===== src/rtl/if_stage.sv =====
`default_nettype none
// ============================================================================
// Module   : if_stage
// Purpose  : Instruction fetch stage with IF/ID pipeline register, branch
//            redirect, stall/flush handling and a retired-fetch counter.
// Revision : 1.0 - initial release
// ============================================================================
module if_stage #(
    parameter int unsigned              ADDR_WIDTH = 8,
    parameter logic [ADDR_WIDTH-1:0]    RESET_PC   = '0,
    parameter int unsigned              CNT_WIDTH  = 16
) (
    input  logic                    clk,
    input  logic                    reset,
    input  logic                    stall,
    input  logic                    flush,
    input  logic                    branch_taken,
    input  logic [ADDR_WIDTH-1:0]   branch_target,
    output logic [ADDR_WIDTH-1:0]   imem_addr,
    input  logic [31:0]             imem_data,
    output logic                    valid,
    output logic [ADDR_WIDTH-1:0]   pc_out,
    output logic [31:0]             instr,
    output logic [3:0]              condition,
    output logic [1:0]              format,
    output logic [4:0]              controls,
    output logic                    set_condition,
    output logic [CNT_WIDTH-1:0]    fetch_count
);

    logic [ADDR_WIDTH-1:0]  r_pc;
    logic                   r_valid;
    logic [ADDR_WIDTH-1:0]  r_pc_out;
    logic [31:0]            r_instr;
    logic [CNT_WIDTH-1:0]   r_fetch_count;

    logic                   w_bubble;
    logic                   w_load;
    logic [31:0]            w_instr;

    // A taken branch squashes the wrong-path word even when a stall is pending.
    assign w_bubble = branch_taken | flush;
    assign w_load   = ~w_bubble & ~stall;

    always_ff @(posedge clk) begin
        if (reset) begin
            r_pc <= RESET_PC;
        end else if (branch_taken) begin
            r_pc <= branch_target;
        end else if (!stall) begin
            r_pc <= r_pc + 1'b1;
        end
    end

    always_ff @(posedge clk) begin
        if (reset) begin
            r_valid       <= 1'b0;
            r_pc_out      <= '0;
            r_instr       <= '0;
            r_fetch_count <= '0;
        end else if (w_bubble) begin
            r_valid  <= 1'b0;
            r_pc_out <= '0;
            r_instr  <= '0;
        end else if (w_load) begin
            r_valid       <= 1'b1;
            r_pc_out      <= r_pc;
            r_instr       <= imem_data;
            r_fetch_count <= r_fetch_count + 1'b1;
        end
    end

    // Bubbles always present all-zero fields regardless of register contents.
    assign w_instr       = r_valid ? r_instr : 32'h0;

    assign imem_addr     = r_pc;
    assign valid         = r_valid;
    assign pc_out        = r_pc_out;
    assign instr         = w_instr;
    assign condition     = w_instr[31:28];
    assign format        = w_instr[27:26];
    assign controls      = w_instr[25:21];
    assign set_condition = w_instr[20];
    assign fetch_count   = r_fetch_count;

endmodule
`default_nettype wire

===== config.mk =====
export PLATFORM = sky130hd
export DESIGN_NAME = if_stage
export DESIGN_NICKNAME = d
export VERILOG_FILES = /design/src/rtl/if_stage.sv
export SDC_FILE = /design/constraint.sdc
export NUM_CORES = 1
export LEC_CHECK = 0
export ABC_AREA = 1
export ABC_CLOCK_PERIOD_IN_PS = 2200
export CAP_MARGIN = 20
export CORE_ASPECT_RATIO = 2
export CORE_MARGIN = 3
export CORE_UTILIZATION = 46
export CTS_CLUSTER_DIAMETER = 40
export CTS_CLUSTER_SIZE = 30
export DETAILED_ROUTE_END_ITERATION = 16
export PLACE_DENSITY = 0.85
export SYNTH_ARGS = -nofsm -noshare
export SYNTH_HDL_FRONTEND = slang
export SYNTH_SLANG_ARGS = --single-unit

===== constraint.sdc =====
create_clock -name clk -period 2.2 [get_ports clk]
set_input_delay 0.44 -clock clk [delete_from_list [all_inputs] [get_ports clk]]
set_output_delay 0.44 -clock clk [all_outputs]
set_load 0.005 [all_outputs]

==> out/qor.csv <==
stage;metric;value;unit
status;status;complete, no violations;
cells_and_area;fin_cells;633;
grt;antenna_found_initial;0;
grt;grt_use_met2;0.428;
worst_setup_path;cp.required;1760;ps
pwr;p_leak;2.08;nW
route;post_drt_wl_per_cell;13.5;um
grt;grt_util_met1;0.234;
placed_design;placed_cells;618;
clocking;clock_latency;320;ps
cells_and_area;final_nets;590;
worst_setup_path;worstSetupEndpointType;output pin;
pwr;p_per_area;628;nW/um^2
clocking;post-cts-setup-buffers;0;
timing;finalMaxSlewViolations;0;
floorplanning;rows;41;
clocking;clock_sinks;65;
hold_path;worst_hold_path_type;reg -> reg;
cells_and_area;mostFrequentLayoutCell;clkdlybuf4s50_1;
cells_and_area;fillers;520;
clocking;tritoncts;built;
grt;grt_overflow;0;
grt;grt_max_degree;48;
worst_setup_path;start_kind;flip-flop;
timing;clock_skew;2.82;ps
timing;period_share;0.935;
grt;grt_pass1_wl;14100;um
yosys;avgSynthCellArea;6.86;um^2
flow_run;drv_cap;0;
timing;worstMarginPinSlew;364;ps
cells_and_area;area_growth;49.8;%
timing;finalHoldViolations;0;
floorplanning;die_area;7570;um^2
timing;fin_setup_tns;0;ps
placed_design;globalplace.congestion;0.817;
timing;rsz0062_at_grt;no;
route;ant_nets;0;
timing;max_freq;486;MHz
grt;use_met3;0.0562;
cells_and_area;final_cell_mix;121 x clkdlybuf4s50_1, 91 x nor2_1, 75 x nand2_1;
worst_setup_path;critPathMaxFanout;33;
floorplanning;die_x;63.0;um
grt;grt_usage;0.234;
floorplanning;core_area;6310;um^2
cells_and_area;diodes;0;
floorplanning;die_h;120;um
floorplanning;start_util;0.474;
clocking;cts_root_buffer;clkbuf_16;
timing;min_period;2060;ps
route;vias;3136;
placed_design;placed_area;4200;um^2
placed_design;dp_hpwl;6370;um
yosys;ys_types;25;
floorplanning;pin_count;122;
grt;grt_busiest_layer;met2;
timing;setup_viol;0;
route;drt-total-wl;8560;um
route;drtIter0Drc;184;
route;vias_per_cell;4.95;
yosys;synth-seq-cells;65;
yosys;yosys_warnings;0;
cells_and_area;multi_input_area;1270;um^2
grt;grt_pass1_vias;3012;
worst_setup_path;crit_arrival;1620;ps
yosys;synth-seq-area-share;0.435;
yosys;synthesis.area;2990;um^2
placed_design;io_buffers;121;
cells_and_area;register_area;1300;um^2
worst_setup_path;setup.worst_path.class;reg -> out;
clocking;clk_pin_slew;50;ps
clocking;numCtsBuffers;9;
yosys;synthesis.instances;436;
route;drc;0;
cells_and_area;finalInstanceArea;4480;um^2
route;dr.pass1.iters;4;
pwr;peakVddDrop;0.592;mV
cells_and_area;drive_gt1_frac;0.0622;
clocking;h-tree-depth;3;
yosys;synth_nets;483;
clocking;clk_path_buf_depth;2;
timing;slew_headroom;0.756;
worst max-delay path, stage by stage, from the launching register on:
cell	delay [ps]
dfxtp_1	350
buf_6	250
nand2_1	80
inv_1	100
clkdlybuf4s50_1	510
final timing paths:
| path | slack, ps | startpoint | cells past startpoint | end |
|---|---|---|---|---|
| hold / removal | 490 | fetch_count[11] | 1 | fetch_count[11] |
| setup / recovery | 140 | valid | 4 | controls[1] |
| setup reg to reg | 670 | fetch_count[0] | 6 | fetch_count[10] |
| hold reg to reg | 490 | fetch_count[11] | 1 | fetch_count[11] |
state kept, by name (all words and copies together), names as in the netlist:
name,count
r_instr,32
pc_out,8
valid,1
fetch_count,16
imem_addr,8
synth_stat cells, drive strengths merged:
library cell	n	area [um^2]
nand3	13	75.1
inv	64	240
o21ai	51	255
xnor2	2	17.5
ha	2	25.0
a31oi	3	18.8
nor3	6	35.0
xor2	2	17.5
a21oi	14	70.1
nand4	5	31.3
o211ai	2	15.0
o211a	1	10.0
dfxtp	65	1300
nor2	97	397
nand2	76	293
nor3b	1	7.51
buf	23	150
clkbuf	9	33.8
timing repair:
item,CTS,global route
gates resized for setup,0,1
endpoints found under the setup margin,0,10
hold buffers,0,0
endpoints found under the hold margin,0,0
stage by stage:
stage | total power [mW] | utilization | setup slack [ps] | hold slack [ps]
2_1_floorplan | 1.34 | - | 718 | 461
3_3_place_gp | 1.48 | 0.665 | 298 | 471
3_5_place_dp | 1.49 | 0.665 | 225 | 484
4_1_cts | 2.84 | 0.710 | 47.8 | 496
5_1_grt | 2.92 | 0.711 | 48.6 | 525
6_report | 2.81 | 0.711 | 142 | 494
power breakdown:
group	total, mW	switching [mW]	internal (mW)
sequential	1.23	0.0238	1.20
clock	1.35	0.485	0.862
combinational	0.239	0.107	0.132
kinds of logic (layout without fill, tap and decap cells):
| family | after synthesis | after routing | synth area share |
|---|---|---|---|
| compound gates | 71 | 71 | 0.123 |
| xor+xnor | 4 | 4 | 0.0117 |
| fa+ha+maj | 2 | 2 | 0.00836 |
| buf+inv | 96 | 207 | 0.142 |
| flops | 65 | 65 | 0.435 |
| simple gates | 198 | 198 | 0.280 |
final cells by class:
class / instances / share of cell area
repair buffers: 128 / 0.285
clock inverters: 6 / 0.0134
well taps: 86 / 0.0240
clock buffers: 9 / 0.0502
flip-flops and latches: 65 / 0.290
inverters: 64 / 0.0536
multi-input cells: 275 / 0.283
per-layer routing:
metal	part of all wire	up-vias
met5	0	-
met4	0.045	0
met3	0.053	26
met2	0.55	134
met1	0.36	1431
li1	-	1545
Note: power is estimated with default switching activity, not from simulation.
